==> config.mk <==
export PLATFORM = sky130hd
export DESIGN_NAME = trigger_frame_receiver
export DESIGN_NICKNAME = d
export VERILOG_FILES = /design/src/rtl/trigger_frame_receiver.sv
export SDC_FILE = /design/constraint.sdc
export NUM_CORES = 1
export LEC_CHECK = 0
export CAP_MARGIN = 30
export CORE_MARGIN = 2
export CORE_UTILIZATION = 58
export CTS_CLUSTER_SIZE = 8
export DETAILED_ROUTE_END_ITERATION = 8
export HOLD_SLACK_MARGIN = 0.15
export PLACE_DENSITY = 0.85
export SYNTH_ARGS = -nofsm -noshare
export SYNTH_HDL_FRONTEND = slang
export SYNTH_SLANG_ARGS = --single-unit
==> constraint.sdc <==
create_clock -name clk -period 9.05 [get_ports clk]
set_clock_uncertainty 0.15 [all_clocks]
set_input_delay 1.81 -clock clk [delete_from_list [all_inputs] [get_ports clk]]
set_output_delay 1.81 -clock clk [all_outputs]
set_load 0.02 [all_outputs]
==> src/rtl/trigger_frame_receiver.sv <==
// Trigger link receive framer.
// Delineates 10-byte SOP/EOP frames from the decoded byte stream, checks the
// CRC8 (poly 0x07, MSB-first, init 0) over bytes 1..7, publishes the fields of
// the last good frame, pulses on trigger frames and tracks link lock/statistics.
module trigger_frame_receiver #(
  parameter logic [7:0] SOP          = 8'h3C,
  parameter logic [7:0] EOP          = 8'hBC,
  parameter logic [7:0] TRIGGER_MASK = 8'h10,
  parameter int         LOCK_FRAMES  = 4,
  parameter int         CNT_WIDTH    = 16
) (
  input  logic                 clk,
  input  logic                 reset,
  input  logic [7:0]           rx_data,
  input  logic                 rx_is_k,
  input  logic                 rx_valid,
  input  logic                 rx_code_err,
  output logic                 trigger_pulse,
  output logic                 frame_ok,
  output logic                 crc_error,
  output logic                 frame_error,
  output logic [7:0]           last_status,
  output logic [15:0]          last_addr,
  output logic [31:0]          last_data,
  output logic                 link_up,
  output logic [CNT_WIDTH-1:0] frame_count,
  output logic [CNT_WIDTH-1:0] error_count
);

  localparam int LOCK_W = $clog2(LOCK_FRAMES + 1);

  typedef enum logic [1:0] {HUNT, PAYLOAD, CHECK, TAIL} state_t;

  state_t      state_reg, state_next;
  logic [2:0]  idx_reg, idx_next;
  logic [7:0]  crc_reg, crc_next;
  logic [55:0] shadow_reg, shadow_next;   // {status, control, addr0, d3, d2, d1, d0}
  logic        match_reg, match_next;
  logic        good_evt, crc_evt, frm_evt;
  logic        is_sop, is_eop;
  logic [LOCK_W-1:0] good_cnt_reg;

  // One byte of CRC8, polynomial x^8+x^2+x+1, MSB first.
  function automatic logic [7:0] crc8_byte(input logic [7:0] crc, input logic [7:0] data);
    logic [7:0] c;
    c = crc ^ data;
    for (int i = 0; i < 8; i++) begin
      c = c[7] ? ({c[6:0], 1'b0} ^ 8'h07) : {c[6:0], 1'b0};
    end
    return c;
  endfunction

  assign is_sop = rx_is_k && (rx_data == SOP);
  assign is_eop = rx_is_k && (rx_data == EOP);

  // Framing FSM next-state logic; stalls (rx_valid=0) leave everything untouched.
  always_comb begin
    state_next  = state_reg;
    idx_next    = idx_reg;
    crc_next    = crc_reg;
    shadow_next = shadow_reg;
    match_next  = match_reg;
    good_evt    = 1'b0;
    crc_evt     = 1'b0;
    frm_evt     = 1'b0;
    if (rx_valid && (state_reg != HUNT) && rx_code_err) begin
      // A decoder violation inside a frame poisons the whole frame.
      frm_evt    = 1'b1;
      state_next = HUNT;
    end else if (rx_valid && (state_reg != HUNT) && is_sop) begin
      // Unexpected SOP aborts the current frame but also starts a new one.
      frm_evt    = 1'b1;
      state_next = PAYLOAD;
      crc_next   = 8'h00;
      idx_next   = 3'd0;
    end else if (rx_valid) begin
      case (state_reg)
        HUNT: begin
          if (is_sop && !rx_code_err) begin
            state_next = PAYLOAD;
            crc_next   = 8'h00;
            idx_next   = 3'd0;
          end
        end
        PAYLOAD: begin
          if (rx_is_k) begin
            frm_evt    = 1'b1;
            state_next = HUNT;
          end else begin
            crc_next    = crc8_byte(crc_reg, rx_data);
            shadow_next = {shadow_reg[47:0], rx_data};
            if (idx_reg == 3'd6) state_next = CHECK;
            else                 idx_next   = idx_reg + 3'd1;
          end
        end
        CHECK: begin
          if (rx_is_k) begin
            frm_evt    = 1'b1;
            state_next = HUNT;
          end else begin
            match_next = (rx_data == crc_reg);
            state_next = TAIL;
          end
        end
        TAIL: begin
          if (is_eop) begin
            good_evt = match_reg;
            crc_evt  = !match_reg;
          end else begin
            frm_evt = 1'b1;
          end
          state_next = HUNT;
        end
        default: state_next = HUNT;
      endcase
    end
  end

  // Framing FSM state, CRC accumulator and frame shadow register.
  always_ff @(posedge clk or posedge reset) begin
    if (reset) begin
      state_reg  <= HUNT;
      idx_reg    <= 3'd0;
      crc_reg    <= 8'h00;
      shadow_reg <= '0;
      match_reg  <= 1'b0;
    end else begin
      state_reg  <= state_next;
      idx_reg    <= idx_next;
      crc_reg    <= crc_next;
      shadow_reg <= shadow_next;
      match_reg  <= match_next;
    end
  end

  // Registered event pulses, last-good-frame fields and saturating statistics.
  always_ff @(posedge clk or posedge reset) begin
    if (reset) begin
      trigger_pulse <= 1'b0;
      frame_ok      <= 1'b0;
      crc_error     <= 1'b0;
      frame_error   <= 1'b0;
      last_status   <= 8'h00;
      last_addr     <= 16'h0000;
      last_data     <= 32'h0;
      frame_count   <= '0;
      error_count   <= '0;
    end else begin
      trigger_pulse <= good_evt && ((shadow_reg[47:40] & TRIGGER_MASK) != 8'h00);
      frame_ok      <= good_evt;
      crc_error     <= crc_evt;
      frame_error   <= frm_evt;
      if (good_evt) begin
        last_status <= shadow_reg[55:48];
        last_addr   <= shadow_reg[47:32];
        last_data   <= shadow_reg[31:0];
        if (frame_count != '1) frame_count <= frame_count + CNT_WIDTH'(1);
      end
      if ((crc_evt || frm_evt) && (error_count != '1))
        error_count <= error_count + CNT_WIDTH'(1);
    end
  end

  // Consecutive-good-frame counter; any error drops lock on the same edge as its pulse.
  always_ff @(posedge clk or posedge reset) begin
    if (reset) begin
      good_cnt_reg <= '0;
    end else if (crc_evt || frm_evt) begin
      good_cnt_reg <= '0;
    end else if (good_evt && (good_cnt_reg != LOCK_W'(LOCK_FRAMES))) begin
      good_cnt_reg <= good_cnt_reg + LOCK_W'(1);
    end
  end

  assign link_up = (good_cnt_reg == LOCK_W'(LOCK_FRAMES));

endmodule

# Word-level counts from Yosys, hierarchy flattened
# Index checks and enable logic that the tools add are counted.
[totals] input_bits=13 mem_bits_rw=0 mem_count=0 mem_bits_ro=0 out_inout_bits=93 word_cells=117 regBits=165 latch_bits=0
[classes] shifts=0 n_reduce_logical=25 muxes=45 n_mul=0 magnitude_cmp=0 n_eq_ne=16 addsub=4 n_div=0 bitwise_logic=12
[op_table] operator="3-bit two-way mux" count=15
[op_table] operator="16-bit by 1-bit adder with 16-bit output (second input constant)" count=2
[op_table] operator="8-bit two-way mux" count=4
[op_table] operator="16-bit inequality test (second input constant)" count=2
[op_table] operator="3-bit NOT" count=8
[op_table] operator="8-bit one-hot mux with 2 select lines" count=1
[op_table] operator="1-bit two-way mux" count=15
[op_table] operator="5-bit AND reduction" count=3
[op_table] operator="2-bit two-way mux" count=7
[op_table] operator="3-bit inequality test (second input constant)" count=4
[op_table] operator="1-bit logical AND" count=9
[op_table] operator="8-bit by 6-bit equality test with 1-bit output (second input constant)" count=1
[op_table] operator="8-bit equality test" count=1
[op_table] operator="8-bit equality test (second input constant)" count=1
[op_table] operator="2-bit one-hot mux with 4 select lines" count=1
[op_table] operator="8-bit bitwise XOR" count=1
[op_table] operator="3-bit by 1-bit adder with 3-bit output (second input constant)" count=2
[op_table] operator="3-bit equality test (second input constant)" count=2
[op_table] operator="3-bit one-hot mux with 2 select lines" count=1
[op_table] operator="6-bit AND reduction" count=1
[op_table] operator="2-bit nonzero test" count=3
[op_table] operator="3-bit nonzero test" count=2
[op_table] operator="5-bit inequality test (second input constant)" count=1
[op_table] operator="2-bit equality test (second input constant)" count=2
[op_table] operator="10 further kinds" count=13

# Logic depth before layout (Yosys ltp)
# Gate-level depths: netlist of run 1.
[depth] word_depth=21 depth_mapped=9 ltp_nobuf=8

# Worst setup path before layout of run 1
# No wires, ideal clock.
[synth_path] path_type="input to register" start="in rx_data[6]" end="reg frame_count[12]" cell_stages=6 setup_time_ns=0.131 t_arrival_ns=3.443 setup_slack_ns=5.326 n_path_buf=1 path_cell_list="nand4b_2 > or2_4 > or3_1 > clkbuf_1 > or4b_4 > xnor2_2"
[synth_between] elab_chain_len=8 word_cells_on_any_way=11
[synth_lines] element="from (decl)" line_no="14" text="input logic [7:0] rx_data,"
[synth_lines] element="8-bit equality test" line_no="54" text="assign is_eop = rx_is_k && (rx_data == EOP);"
[synth_lines] element="1-bit logical AND" line_no="54"
[synth_lines] element="1-bit two-way mux" line_no="106" text="if (is_eop) begin"
[synth_lines] element="1-bit two-way mux" line_no="77" text="case (state_reg)"
[synth_lines] element="1-bit two-way mux" line_no="76" text="end else if (rx_valid) begin"
[synth_lines] element="1-bit two-way mux *" line_no="70" text="end else if (rx_valid && (state_reg != HUNT) && is_sop) begin"
[synth_lines] element="1-bit two-way mux *" line_no="66" text="if (rx_valid && (state_reg != HUNT) && rx_code_err) begin"
[synth_lines] element="2-bit AND reduction (no source line) *"
[synth_lines] element="to (signal assigned)" line_no="157" text="if (frame_count != '1) frame_count <= frame_count + CNT_WIDTH'(1);"
[synth_lines] element="to (decl)" line_no="26" text="output logic [CNT_WIDTH-1:0] frame_count,"
# Mark *: on every way between the ends. The rest lies on a longest branch, timed or not.
# A chain may end at the register's enable or synchronous reset.

# Worst setup path after layout of run 1
[layout_path] start="in rx_data[6]" end="reg frame_count[1]"
# Same word-level chain as after synthesis.

==> metrics.md, run 1 <==
| Metric | Value |
|---|---|
| Clk root buf | clkbuf_16 |
| Ratio of cells with drive above 1 in the final layout | 25.73% |
| Number of port buffers | 105 |
| CP max FO | 59 |
| Syn Nets | 551 |
| Initial DRC count | 239 |
| Via density | 5.643 |
| Crit end category | flop |
| Tot Pwr | 2.214 mW |
| TNS Setup | 0 ps |
| Hold endpoint | last_addr[12]$_DFFE_PP0P_ |
| Synth Register Bits | 165 |
| Yosys warns | 0 |
| Overall die height | 114.7 um |
| Clk_lat worst skew | 420 ps |
| Num rows | 40 |
| Die area | 13,170 um^2 |
| Hold Crit Start | last_addr[12]$_DFFE_PP0P_ |
| Min cycle time layout | 4505 ps |
| Slew HR | 39.76% |
| Grt total ovfl | 0 |
| Die width | 114.7 um |
| Fillcell total | 750 |
| First-pass GRT wire length | 23.25 mm |
| Clock sink count | 165 |
| Ys flop type | dfrtp_1 |
| CTS tree | yes |
| Top delay family on crit path | simple AND/OR/NAND/NOR gates |
| Number of flip-flops in the largest register | 56 |
| P_leak | 4.159 nW |
| Detailed Route WL | 14.21 mm |
| Peak VDD IR | 0.1533 mV |
| Reg-to-Reg End | frame_count[1]$_DFFE_PP0P_ |
| CTS resizes | 0 |
| Share of the synthesized area in the top cell type | 58.05% |
| Final Setup Violations | 0 |
| Crit path required time | 9200 ps |
| Vias post-DR | 4,492 |
| Setup repair bufs after CTS | 0 |
| CTS HTree Levels | 4 |
| Antenna Cells | 0 |
| FFs w/ async S/R, synth | 100.0% |
| Worst path slowest cell | a31oi_1 |
| DRC | 0 |
| Cell Area, Synth | 7113 um^2 |
| Area occupied by registers | 4129 um^2 |
| Syn Inst Count | 525 |
| Multi-input logic area | 2818 um^2 |
| Post-route cell area | 8894 um^2 |
| GP Congestion | 0.9000 |
| Vias in the first global route | 4,566 |
| Pwr dens | 249.0 nW/um^2 |
| Maximum operating frequency | 222.0 MHz |
| Clock-pin slew on the worst setup and hold paths | 60 ps |
| Outcome | complete, no violations |
| Hold Worst Slack | 333.0 ps |
| Initial antenna violation count | 0 |
| HPWL Detailed | 9.523 mm |
| Total Nets Final | 663 |
| Area leader, netlist | dfrtp_1 |
| Drt wl/cell | 17.85 um |
| Num CTS Buffers | 17 |
| Critical path, cell by cell | clkdlybuf4s50_1, nand4b_2, or2_4, or3_2, buf_4, a31oi_1, mux2_2 |
| Slew @ Worst Pin | 903.6 ps |
| Number of synthesized flops with an enable pin | 0 |
| DRT Pass-1 Iters | 4 |
| Reg2reg setup slack | 5890 ps |
| Area growth syn-to-layout | 25.03% |
| Crit path kind | in2reg |
| Max Root-Sink Buffers | 2 |
| Final Hold Fails | 0 |
| Final worst-path cycle share | 49.78% |
| Worst Setup Start Kind | input pin |
| WP buf/inv | 2 |
| R2R depth | 7 |
| Reg2reg start | state_reg[0]$_DFFE_PP0P_ |
| Most common cell in the netlist | dfrtp_1 |
| Max-slew violation count | 0 |
| Post-synthesis sequential area ratio | 58.05% |
| Max-cap violation count | 0 |
| RSZ-0062 raised after global routing | no |
| Initial core utilization | 59.22% |
| Syn Area/Cell | 13.55 um^2 |
| Synth cell types | 48 |
| Overall Global Routing Usage | 22.90% |
| Synth cell count leaders | dfrtp_1 (165), mux2_2 (113), xnor2_1 (31) |
| Critical path's largest stage delay | 490 ps |
| Synth area leaders | dfrtp_1 (58%), mux2_2 (18%), xnor2_1 (3.8%), xor2_1 (2.3%), ha_1 (2.3%) |
| Core area | 12,010 um^2 |
| IO Pins | 106 |
| Hold depth | 1 |
| Placed Area | 8277 um^2 |
| Hold Crit Class | reg2reg |
| Hold buffer count at CTS | 0 |
| Crit path DAT | 4660 ps |
| Post-DRT Antenna Nets | 0 |
| Pin count of the biggest net entering global routing | 102 |
-- metal layers --
metal  track usage [%]  vias to the layer above  wire [um]
li1                  -                     2066          -
met1             30.04                     2282       6156
met2             38.50                      121       7233
met3             5.008                       23        589
met4             7.470                        0        229
met5                 0                        -          0
-- layout make-up --
type | instances | share of cell area, %
clock buffer | 20 | 5.248
multi-input combinational | 327 | 31.68
clock inverter | 11 | 1.688
inverter | 18 | 0.8160
tap | 147 | 2.068
sequential | 165 | 46.43
timing repair buffer | 108 | 12.07
-- per-stage QoR --
stage | utilization (%) | setup slack [ps] | instances
finish | 74.04 | 4545 | 796
global placement | 68.91 | 4312 | 765
CTS | 74.04 | 4632 | 796
global route | 74.04 | 4513 | 796
detailed placement | 68.91 | 4237 | 765
floorplan | - | 2628 | 525
-- cells in the final DEF, fill, tap and decap left out, types with 4 or more instances in the layout --
cell               n
clkdlybuf4s50_1  105
dfrtp_1          165
nand3_1           13
mux2_2           113
nor2_1            16
nor2b_1            4
nand2_1           23
nor3_1             6
ha_1              13
and2_1             4
o2bb2ai_1          4
nand4_1            7
xor2_1            19
inv_1             17
a21oi_1            6
nor3_2             7
xnor2_1           31
nand2b_1           6
o21ai_0           14
clkbuf_16         17
-- cells by family after synthesis --
| logic type | count (synthesis) | share of synthesized area (%) |
|---|---|---|
| DFF | 165 | 58.05 |
| xor gates and xnor gates | 51 | 6.385 |
| and+or+nand+nor | 108 | 9.059 |
| AOI/OAI and AO/OA | 40 | 3.659 |
| buffers and inverters | 33 | 2.392 |
| muxes | 115 | 18.17 |
| adders and majority gates | 13 | 2.287 |
-- power by group --
group | switching [mW] | total [mW] | internal [mW]
combinational | 0.221 | 0.460 | 0.239
clock | 0.289 | 0.745 | 0.456
sequential | 0.126 | 1.01 | 0.884
-- worst max path at each step --
stage	startpoint	to	slack, ps	cells after the start
floorplan	reset	crc_error$_DFF_PP0_	2630	1
CTS	rx_data[6]	frame_count[1]$_DFFE_PP0P_	4630	7
global placement	rx_data[6]	frame_count[12]$_DFFE_PP0P_	4310	7
global route	rx_data[6]	frame_count[1]$_DFFE_PP0P_	4510	7
detailed placement	rx_data[6]	frame_count[1]$_DFFE_PP0P_	4240	7
finish	rx_data[6]	frame_count[1]$_DFFE_PP0P_	4550	7
-- worst reg2reg max path, delay by kind of cell, from the launching register on --
family	cells	cell delay, ps
AOI/OAI and AO/OA	2	840
and+or+nand+nor	1	520
buffers and inverters	2	440
DFF	1	420
muxes	1	390
adders and majority gates	1	290
Power figures use the tool's default switching activity.
==> run 2: changes to the inputs <==
--- a/config.mk
+++ b/config.mk
@@ -7,11 +7,11 @@
 export LEC_CHECK = 0
 export CAP_MARGIN = 30
 export CORE_MARGIN = 2
-export CORE_UTILIZATION = 58
+export CORE_UTILIZATION = 49
 export CTS_CLUSTER_SIZE = 8
 export DETAILED_ROUTE_END_ITERATION = 8
 export HOLD_SLACK_MARGIN = 0.15
-export PLACE_DENSITY = 0.85
+export PLACE_DENSITY = 0.76
 export SYNTH_ARGS = -nofsm -noshare
 export SYNTH_HDL_FRONTEND = slang
 export SYNTH_SLANG_ARGS = --single-unit
==> constraint.sdc (replaced) <==
create_clock -name clk -period 3.91 [get_ports clk]
set_clock_uncertainty 0.15 [all_clocks]
set_input_delay 0.782 -clock clk [delete_from_list [all_inputs] [get_ports clk]]
set_output_delay 0.782 -clock clk [all_outputs]
set_load 0.02 [all_outputs]
==> metrics.md, run 2 (same netlist as run 1, synthesis figures left out) <==
| Metric | Value |
|---|---|
| Outcome | complete, no violations |
| Max Root-Sink Buffers | 2 |
| Critical path, cell by cell | clkdlybuf4s50_1, nand4b_2, or2_4, or3_2, a31oi_1, mux2_2 |
| Final Hold Fails | 0 |
| Die area | 15,500 um^2 |
| Area growth syn-to-layout | 26.39% |
| Crit path kind | in2reg |
| GP Congestion | 0.7881 |
| Initial DRC count | 206 |
| Detailed Route WL | 13.88 mm |
| Initial core utilization | 49.50% |
| Most frequent cells in the layout | dfrtp_1 (165), mux2_2 (113), clkdlybuf4s50_1 (105) |
| CTS tree | yes |
| Drt wl/cell | 16.58 um |
| Ratio of cells with drive above 1 in the final layout | 25.42% |
| Grt total ovfl | 0 |
| IO Pins | 106 |
| Peak VDD IR | 0.3344 mV |
| Hold buffer count at CTS | 0 |
| Total Nets Final | 666 |
| Number of port buffers | 105 |
| Setup WS post-layout | 896.8 ps |
| Final Setup Violations | 0 |
| Vias post-DR | 4,430 |
| RSZ-0062 raised after global routing | no |
| CTS HTree Levels | 4 |
| Die width | 124.5 um |
| Overall die height | 124.5 um |
| TNS Setup | 0 ps |
| Worst Setup Start Kind | input pin |
| Final worst-path cycle share | 77.07% |
| Maximum operating frequency | 331.9 MHz |
| Clock-pin slew on the worst setup and hold paths | 60 ps |
| DRC | 0 |
| Overall Global Routing Usage | 18.83% |
| Hold Crit Class | reg2reg |
| Num rows | 44 |
| Vias in the first global route | 4,567 |
| Min cycle time layout | 3013 ps |
| Slew HR | 50.00% |
| Top delay family on crit path | simple AND/OR/NAND/NOR gates |
| Setup repair bufs after CTS | 0 |
| CP max FO | 5 |
| Crit path DAT | 3160 ps |
| Commonest non-fill, non-tap cell in the layout | dfrtp_1 |
| Antenna Cells | 0 |
| Crit path required time | 4060 ps |
| Post-DRT Antenna Nets | 0 |
| Initial antenna violation count | 0 |
| Number of flip-flops in the largest register | 56 |
| Pwr dens | 562.6 nW/um^2 |
| Clock sink count | 165 |
| P_leak | 4.178 nW |
| Crit end category | flop |
| Num CTS Buffers | 17 |
| Pre-CTS setup slack | 464.6 ps |
| DRT Pass-1 Iters | 4 |
| Pin count of the biggest net entering global routing | 76 |
| Max-slew violation count | 0 |
| Via density | 5.293 |
| WP buf/inv | 1 |
| HPWL Detailed | 9.740 mm |
| Critical path's largest stage delay | 550 ps |
| CTS resizes | 0 |
| Clk_lat worst skew | 410 ps |
| Slew @ Worst Pin | 749.9 ps |
| Max-cap violation count | 0 |
| First-pass GRT wire length | 23.42 mm |
| Core area | 14,370 um^2 |
| Clk root buf | clkbuf_16 |
| Worst path slowest cell | or3_2 |
-- run 2: changes by cell type in the layout (fill, tap and decap cells not counted), sizes merged --
| cell | change |
|---|---|
| clkinvlp | +1 |
| buf | +3 |
| clkbuf | +4 |
| inv | -2 |
| clkinv | -2 |
-- run 2: metrics by stage --
| step | hold WS [ps] | cell area (um^2) | instances | power, mW | utilization, % |
|---|---|---|---|---|---|
| after global placement | 315.4 | 8394 | 805 | 3.347 | 58.42 |
| after global routing | 355.1 | 8990 | 837 | 5.336 | 62.57 |
| after CTS | 338.9 | 8990 | 837 | 5.098 | 62.57 |
| final | 334.8 | 8990 | 837 | 5.058 | 62.57 |
| after floorplan | 311.4 | 7117 | 525 | 3.092 | - |
| after detailed placement | 320.9 | 8394 | 805 | 3.417 | 58.42 |
-- run 2: layout make-up --
| class | count | area (um^2) |
|---|---|---|
| clock buffers | 24 | 471.7 |
| clock inverters | 8 | 123.9 |
| fillers | 1069 | 5379 |
| inverters | 18 | 71.32 |
| multi-input cells | 327 | 2818 |
| flip-flops and latches | 165 | 4129 |
| well taps | 184 | 230.2 |
| repair buffers | 111 | 1146 |
-- run 2: path summary, 6_finish.rpt --
path | startpoint | end | slack (ps) | cells past startpoint
min in group asynchronous | reset | last_addr[15]$_DFFE_PP0P_ | 660 | 2
worst max register to register | state_reg[0]$_DFFE_PP0P_ | error_count[1]$_DFFE_PP0P_ | 1140 | 6
worst max-delay path | rx_data[6] | frame_count[1]$_DFFE_PP0P_ | 900 | 6
worst min-delay path | last_addr[12]$_DFFE_PP0P_ | last_addr[12]$_DFFE_PP0P_ | 330 | 1
worst min register to register | last_addr[12]$_DFFE_PP0P_ | last_addr[12]$_DFFE_PP0P_ | 330 | 1
max in group asynchronous | reset | shadow_reg[14]$_DFFE_PP0P_ | 2140 | 3
-- run 2: metal layers --
metal / GRT usage [%] / wire, um / share of wire, % / vias to the layer above
met5: 0 / 0 / 0 / -
met4: 6.015 / 181 / 1.3 / 0
met3: 3.866 / 427 / 3.1 / 15
met2: 32.02 / 7113 / 51 / 89
met1: 24.35 / 6154 / 44 / 2259
li1: - / - / - / 2067
-- run 2: report_power, final --
part	internal, mW	switching, mW
clock network	1.04	0.635
registers	2.05	0.280
logic	0.560	0.497
total	3.65	1.41
